===== config.mk =====
export PLATFORM = sky130hd
export DESIGN_NAME = alu_seq
export DESIGN_NICKNAME = d
export VERILOG_FILES = /design/src/rtl/alu_pkg.sv /design/src/rtl/alu_comb.sv /design/src/rtl/alu_seq.sv
export SDC_FILE = /design/constraint.sdc
export NUM_CORES = 1
export LEC_CHECK = 0
export ABC_AREA = 1
export ABC_CLOCK_PERIOD_IN_PS = 2130
export BUFFER_PORTS_ARGS = -buffer_cell sky130_fd_sc_hd__buf_4
export CAP_MARGIN = 20
export CELL_PAD_IN_SITES_DETAIL_PLACEMENT = 0
export CELL_PAD_IN_SITES_GLOBAL_PLACEMENT = 1
export CORE_MARGIN = 2
export CORE_UTILIZATION = 30
export CTS_CLUSTER_SIZE = 12
export DETAILED_ROUTE_END_ITERATION = 7
export PLACE_DENSITY = 0.74
export SYNTH_ARGS = -nofsm -noshare
export SYNTH_HDL_FRONTEND = slang
export SYNTH_SLANG_ARGS = --single-unit

===== constraint.sdc =====
create_clock -name clk -period 2.13 [get_ports clk]
set_input_delay 0.1065 -clock clk [delete_from_list [all_inputs] [get_ports clk]]
set_output_delay 0.1065 -clock clk [all_outputs]
set_load 0.01 [all_outputs]

===== src/rtl/alu_pkg.sv =====
// rtl/alu_pkg.sv - opcode, flag and state types for the sequential ALU (ALU_MUL_EN selects the MUL encoding)
package alu_pkg;

`ifdef ALU_MUL_EN
    typedef enum logic [2:0] {
        OP_ADD   = 3'd0,
        OP_SUB   = 3'd1,
        OP_AND   = 3'd2,
        OP_OR    = 3'd3,
        OP_XOR   = 3'd4,
        OP_ADC   = 3'd5,
        OP_SHIFT = 3'd6,
        OP_MUL   = 3'd7
    } alu_op_e;
`else
    typedef enum logic [2:0] {
        OP_ADD = 3'd0,
        OP_SUB = 3'd1,
        OP_AND = 3'd2,
        OP_OR  = 3'd3,
        OP_XOR = 3'd4,
        OP_ADC = 3'd5,
        OP_SHL = 3'd6,
        OP_SHR = 3'd7
    } alu_op_e;
`endif

    typedef struct packed {
        logic n;
        logic v;
        logic z;
        logic c;
    } alu_flags_t;

    typedef enum logic [1:0] {
        ST_IDLE,
        ST_SHIFT,
        ST_MUL
    } alu_state_e;

endpackage


===== src/rtl/alu_comb.sv =====
// rtl/alu_comb.sv - single-cycle ALU ops (ADD/SUB/AND/OR/XOR/ADC) with N/V/Z/C flags
module alu_comb
    import alu_pkg::*;
#(
    parameter int WIDTH = 8
) (
    input  logic [WIDTH-1:0] a,
    input  logic [WIDTH-1:0] b,
    input  logic [2:0]       op,
    input  logic             carry_in,
    output logic [WIDTH-1:0] result,
    output alu_flags_t       flags
);

    logic [WIDTH:0]   sum;
    logic [WIDTH:0]   diff;
    logic [WIDTH-1:0] r;
    logic             c;
    logic             v;

    always_comb begin
        sum  = {1'b0, a} + {1'b0, b} + {{WIDTH{1'b0}}, carry_in && (op == OP_ADC)};
        diff = {1'b0, a} - {1'b0, b};
        r    = '0;
        c    = 1'b0;
        v    = 1'b0;
        case (alu_op_e'(op))
            OP_ADD, OP_ADC: begin
                r = sum[WIDTH-1:0];
                c = sum[WIDTH];
                v = (a[WIDTH-1] == b[WIDTH-1]) && (r[WIDTH-1] != a[WIDTH-1]);
            end
            // C is "no borrow": set when a >= b
            OP_SUB: begin
                r = diff[WIDTH-1:0];
                c = ~diff[WIDTH];
                v = (a[WIDTH-1] != b[WIDTH-1]) && (r[WIDTH-1] != a[WIDTH-1]);
            end
            OP_AND: r = a & b;
            OP_OR:  r = a | b;
            OP_XOR: r = a ^ b;
            default: r = '0;
        endcase
        result  = r;
        flags.n = r[WIDTH-1];
        flags.v = v;
        flags.z = (r == '0);
        flags.c = c;
    end

endmodule


===== src/rtl/alu_seq.sv =====
// rtl/alu_seq.sv - handshaked ALU with persistent carry, iterative shift and optional multiply (ALU_MUL_EN)
module alu_seq
    import alu_pkg::*;
#(
    parameter int WIDTH = 8,
    parameter int SHW   = $clog2(WIDTH)
) (
    input  logic             clk,
    input  logic             rst_n,
    input  logic             in_valid,
    output logic             in_ready,
    input  logic [WIDTH-1:0] a,
    input  logic [WIDTH-1:0] b,
    input  logic [2:0]       op,
    output logic             out_valid,
    input  logic             out_ready,
    output logic [WIDTH-1:0] result,
    output logic             flag_n,
    output logic             flag_v,
    output logic             flag_z,
    output logic             flag_c,
    output logic             busy
);

    alu_state_e       state;
    alu_flags_t       flags;
    alu_flags_t       comb_f;
    logic [WIDTH-1:0] comb_r;
    logic             carry_reg;
    logic [SHW:0]     cnt;
    logic [WIDTH-1:0] sh;
    logic             sh_right;
    logic [WIDTH-1:0] sh_next;
    logic             sh_out;
    logic             accept;
    logic             is_shift;
    logic             shift_right;
    logic [SHW-1:0]   amt;

    alu_comb #(.WIDTH(WIDTH)) u_comb (
        .a        (a),
        .b        (b),
        .op       (op),
        .carry_in (carry_reg),
        .result   (comb_r),
        .flags    (comb_f)
    );

    assign in_ready = (state == ST_IDLE) && (!out_valid || out_ready);
    assign accept   = in_valid && in_ready;
    assign amt      = b[SHW-1:0];
    assign busy     = (state != ST_IDLE);
    assign {flag_n, flag_v, flag_z, flag_c} = flags;

`ifdef ALU_MUL_EN
    localparam logic [SHW:0] MUL_ITERS = (SHW+1)'(WIDTH);

    logic             is_mul;
    logic [WIDTH-1:0] mcand;
    logic [WIDTH-1:0] prod_hi;
    logic [WIDTH-1:0] prod_lo;
    logic [WIDTH:0]   add_hi;
    logic [WIDTH-1:0] hi_next;
    logic [WIDTH-1:0] lo_next;

    assign is_shift    = (op == OP_SHIFT);
    assign shift_right = b[WIDTH-1];
    assign is_mul      = (op == OP_MUL);

    // One shift-add step: conditionally add the multiplicand, then shift {hi,lo} right
    always_comb begin
        add_hi             = {1'b0, prod_hi} + (prod_lo[0] ? {1'b0, mcand} : '0);
        {hi_next, lo_next} = {add_hi, prod_lo[WIDTH-1:1]};
    end
`else
    assign is_shift    = (op == OP_SHL) || (op == OP_SHR);
    assign shift_right = (op == OP_SHR);
`endif

    always_comb begin
        sh_next = sh_right ? (sh >> 1) : (sh << 1);
        sh_out  = sh_right ? sh[0] : sh[WIDTH-1];
    end

    function automatic alu_flags_t mk_flags(input logic [WIDTH-1:0] r, input logic c);
        alu_flags_t f;
        f.n = r[WIDTH-1];
        f.v = 1'b0;
        f.z = (r == '0);
        f.c = c;
        return f;
    endfunction

    always_ff @(posedge clk) begin
        if (!rst_n) begin
            state     <= ST_IDLE;
            out_valid <= 1'b0;
            result    <= '0;
            flags     <= '0;
            carry_reg <= 1'b0;
            cnt       <= '0;
            sh        <= '0;
            sh_right  <= 1'b0;
`ifdef ALU_MUL_EN
            mcand     <= '0;
            prod_hi   <= '0;
            prod_lo   <= '0;
`endif
        end else begin
            if (out_valid && out_ready)
                out_valid <= 1'b0;
            case (state)
                ST_IDLE: begin
                    if (accept) begin
                        if (is_shift) begin
                            if (amt == '0) begin
                                result    <= a;
                                flags     <= mk_flags(a, 1'b0);
                                carry_reg <= 1'b0;
                                out_valid <= 1'b1;
                            end else begin
                                sh       <= a;
                                sh_right <= shift_right;
                                cnt      <= {1'b0, amt};
                                state    <= ST_SHIFT;
                            end
                        end
`ifdef ALU_MUL_EN
                        else if (is_mul) begin
                            mcand   <= a;
                            prod_hi <= '0;
                            prod_lo <= b;
                            cnt     <= MUL_ITERS;
                            state   <= ST_MUL;
                        end
`endif
                        else begin
                            result    <= comb_r;
                            flags     <= comb_f;
                            carry_reg <= comb_f.c;
                            out_valid <= 1'b1;
                        end
                    end
                end
                ST_SHIFT: begin
                    sh  <= sh_next;
                    cnt <= cnt - (SHW+1)'(1);
                    if (cnt == (SHW+1)'(1)) begin
                        result    <= sh_next;
                        flags     <= mk_flags(sh_next, sh_out);
                        carry_reg <= sh_out;
                        out_valid <= 1'b1;
                        state     <= ST_IDLE;
                    end
                end
`ifdef ALU_MUL_EN
                ST_MUL: begin
                    prod_hi <= hi_next;
                    prod_lo <= lo_next;
                    cnt     <= cnt - (SHW+1)'(1);
                    if (cnt == (SHW+1)'(1)) begin
                        result    <= lo_next;
                        flags     <= mk_flags(lo_next, |hi_next);
                        carry_reg <= |hi_next;
                        out_valid <= 1'b1;
                        state     <= ST_IDLE;
                    end
                end
`endif
                default: state <= ST_IDLE;
            endcase
        end
    end

endmodule


==> impl_metrics.toml <==
[setup_path]
cp-start-kind = "flip-flop"
critical_path_required_ps = 2350
critPathCaptureType = "flip-flop"
crit_family = "simple AND/OR/NAND/NOR gates"
cp.arrival_ps = 2320
slowest_stage = "fa_2"
worstPathMaxFanout = 3
path_buf_inv = 1
cpPeakStageDelay_ps = 360
worst-setup-path-type = "flip-flop to flip-flop"
crit_path_cell_trace = "nand2_2 -> fa_2 -> fa_2 -> inv_2 -> nand3_2 -> nand2_2 -> nand2_1 -> nand2_1 -> nor2_1 -> nor2_2 -> nand3_1 -> nor2_1 -> nand4_1 -> a21oi_1"

[final_layout]
layout_commonest_cell = "nand2_1"
design_area_sq_um = 3270
final_cell_mix = "96 x nand2_1, 63 x inv_1, 62 x buf_4"
area_delta_synth_final_pct = 22.0
drive_gt1_share_pct = 19.7
antenna_cells = 0
final_nets = 541

[drt]
wl_per_cell_um = 14.3
ant_nets = 0
viasPerCell = 4.97
routed_wl_um = 8510
route.vias.total = 2956
drt_iter0_drc = 204
post-route-drc-count = 0
first_pass_iters = 5

[clock_network]
htree_levels = 1
cts_tree = "yes"
cts.path.max_buffers = 2
hold_buffers = 0
root_buffer = "clkbuf_8"
insertion_delay_ps = 280
cts_sinks = 26
clk_pin_slew_ps = 100
cts-buffers-inserted = 3

[sta]
fin_skew_ps = 4.30
rsz0062_at_grt = "yes"
hold_violations = 0
tightest_slew_ps = 541
slew_violations = 0
fmax_ghz = 0.476
tns_ps = 0
finalSetupViolations = 0
period_minus_slack_ps = 2100
slew_headroom_pct = 63.9
fin_crit_sh_pct = 98.6

[global_route]
grt_first_pass_wirelength_um = 13800
grt_pass1_vias = 2797
grt.overflow.total = 0
grt_usage_pct = 17.4
antenna_found_initial = 0
grt_max_degree = 17

[placed_design]
place_area_sq_um = 3190
gp_congestion = 0.906
port-buffer-count = 37
dp_hpwl_um = 6900

[synthesis]
yosys_warnings = 0
syn_area_per_cell_sq_um = 6.16
synth-seq-cells = 26
seq_area_frac_synth_pct = 19.4
syn_nets = 488
synth_area_sq_um = 2680
synth_cell_types = 40
netlist_instances = 435

[hold_path]
worstHoldPathType = "primary input to flip-flop"

[floorplanning]
coreArea_sq_um = 8680
design.portCount = 38
die_w_um = 98.5
dieHeight_um = 98.5
start_util_pct = 30.9
placementRows = 34
dieArea_sq_um = 9710

[outcome]
status = "finished clean"

[power]
power.leakage_nw = 1.64
peakVddDrop_mv = 0.234
p_per_area_nw_per_um2 = 472

[run]
maxCapViolCount = 0
==> worst paths after layout <==
kind | startpoint | end | slack [ps] | cells after the start
min reg2reg | sh[7]$_SDFFE_PN0P_ | sh[7]$_SDFFE_PN0P_ | 480 | 2
max | flag_c$_SDFFE_PN0P_ | flag_z$_SDFFE_PN0P_ | 30 | 14
min | out_ready | out_valid$_SDFF_PN0_ | 150 | 4
max reg2reg | flag_c$_SDFFE_PN0P_ | flag_z$_SDFFE_PN0P_ | 30 | 14
==> cell usage after synthesis <==
master / n / area (sq um)
nor3_1: 4 / 20.0
nor2_1: 52 / 195
inv_2: 5 / 18.8
and2_1: 1 / 6.26
o31ai_2: 1 / 12.5
a21o_1: 1 / 7.51
nor2_4: 1 / 11.3
o221ai_1: 1 / 8.76
o21ai_2: 1 / 8.76
nor4_1: 3 / 18.8
nand3_1: 27 / 135
a21boi_0: 1 / 7.51
a21oi_4: 1 / 16.3
nor2_2: 3 / 18.8
or2_2: 1 / 6.26
o22ai_1: 5 / 31.3
o21bai_1: 1 / 7.51
buf_4: 2 / 15.0
buf_6: 3 / 33.8
inv_1: 64 / 240
buf_2: 5 / 25.0
nand2_2: 4 / 25.0
ha_1: 27 / 338
xnor2_1: 1 / 8.76
a221oi_2: 1 / 15.0
o21ai_1: 1 / 5.00
fa_1: 3 / 60.1
clkbuf_1: 4 / 15.0
o21ai_0: 33 / 165
a31oi_1: 8 / 50.1
mux2i_1: 2 / 20.0
o31ai_1: 1 / 7.51
dfxtp_1: 26 / 521
nand2_1: 99 / 372
a21oi_1: 31 / 155
o211ai_1: 1 / 7.51
a22oi_1: 1 / 7.51
a21oi_2: 2 / 17.5
nand3_2: 1 / 10.0
nand4_1: 6 / 37.5
==> layer usage <==
layer	global-route usage (%)	share of wire, %	vias up
met3	1.91	5.4	14
met2	28.5	44	92
met4	5.16	2.5	0
li1	-	-	1515
met5	0	0	-
met1	24.2	48	1335
==> stage by stage <==
stage / hold slack (ps) / instances / worst slack, ps / utilization [%] / power [mW]
2_1_floorplan: 244 / 435 / 55.7 / - / 0.966
3_3_place_gp: 445 / 590 / -88.4 / 36.7 / 1.20
3_5_place_dp: 454 / 590 / -123 / 36.7 / 1.21
4_1_cts: 150 / 594 / 43.2 / 37.4 / 1.54
5_1_grt: 166 / 595 / -86.6 / 37.7 / 1.65
6_report: 146 / 595 / 30.7 / 37.7 / 1.54
==> flip-flops by register name, summed over array words and instances, names as in the netlist <==
register and count:
cnt 4, flag_z 1, result 8, out_valid 1
sh 8, flag_c 1, flag_v 1, state 1
sh_right 1
==> tightest hold or removal path, stage by stage <==
cell and delay (ps):
buf_4 80, nor2_1 60, nor2_1 110, nor2_1 40
==> logic make-up (layout without fill, tap and decap cells) <==
group	after synthesis	after routing	synth area share, %
and+or+nand+nor	202	202	31.9
AOI/OAI and AO/OA	91	91	19.8
buffers and inverters	83	135	13.0
adders and majority gates	30	30	14.8
DFF	26	26	19.4
muxes	2	2	0.747
xor gates and xnor gates	1	1	0.327
==> repair_timing <==
item	in CTS	in global routing
hold endpoints to repair	0	0
resized for setup	3	7
buffers inserted	0	1
pin swaps	0	3
endpoints found under the setup margin	3	5
==> report_power, final <==
group | switching, mW | leakage [nW] | total [mW] | internal [mW]
clock | 0.170 | 0.0288 | 0.336 | 0.166
combinational | 0.390 | 1.39 | 0.650 | 0.259
sequential | 0.0294 | 0.214 | 0.559 | 0.529
total | 0.589 | 1.64 | 1.54 | 0.954
==> cell type report <==
type | instances | area (sq um)
multi-input cells | 326 | 1830
clock buffers | 4 | 55.1
flip-flops and latches | 26 | 522
fillers | 972 | 5410
repair buffers | 62 | 465
inverters | 69 | 259
well taps | 108 | 135
Power figures use the tool's default switching activity.
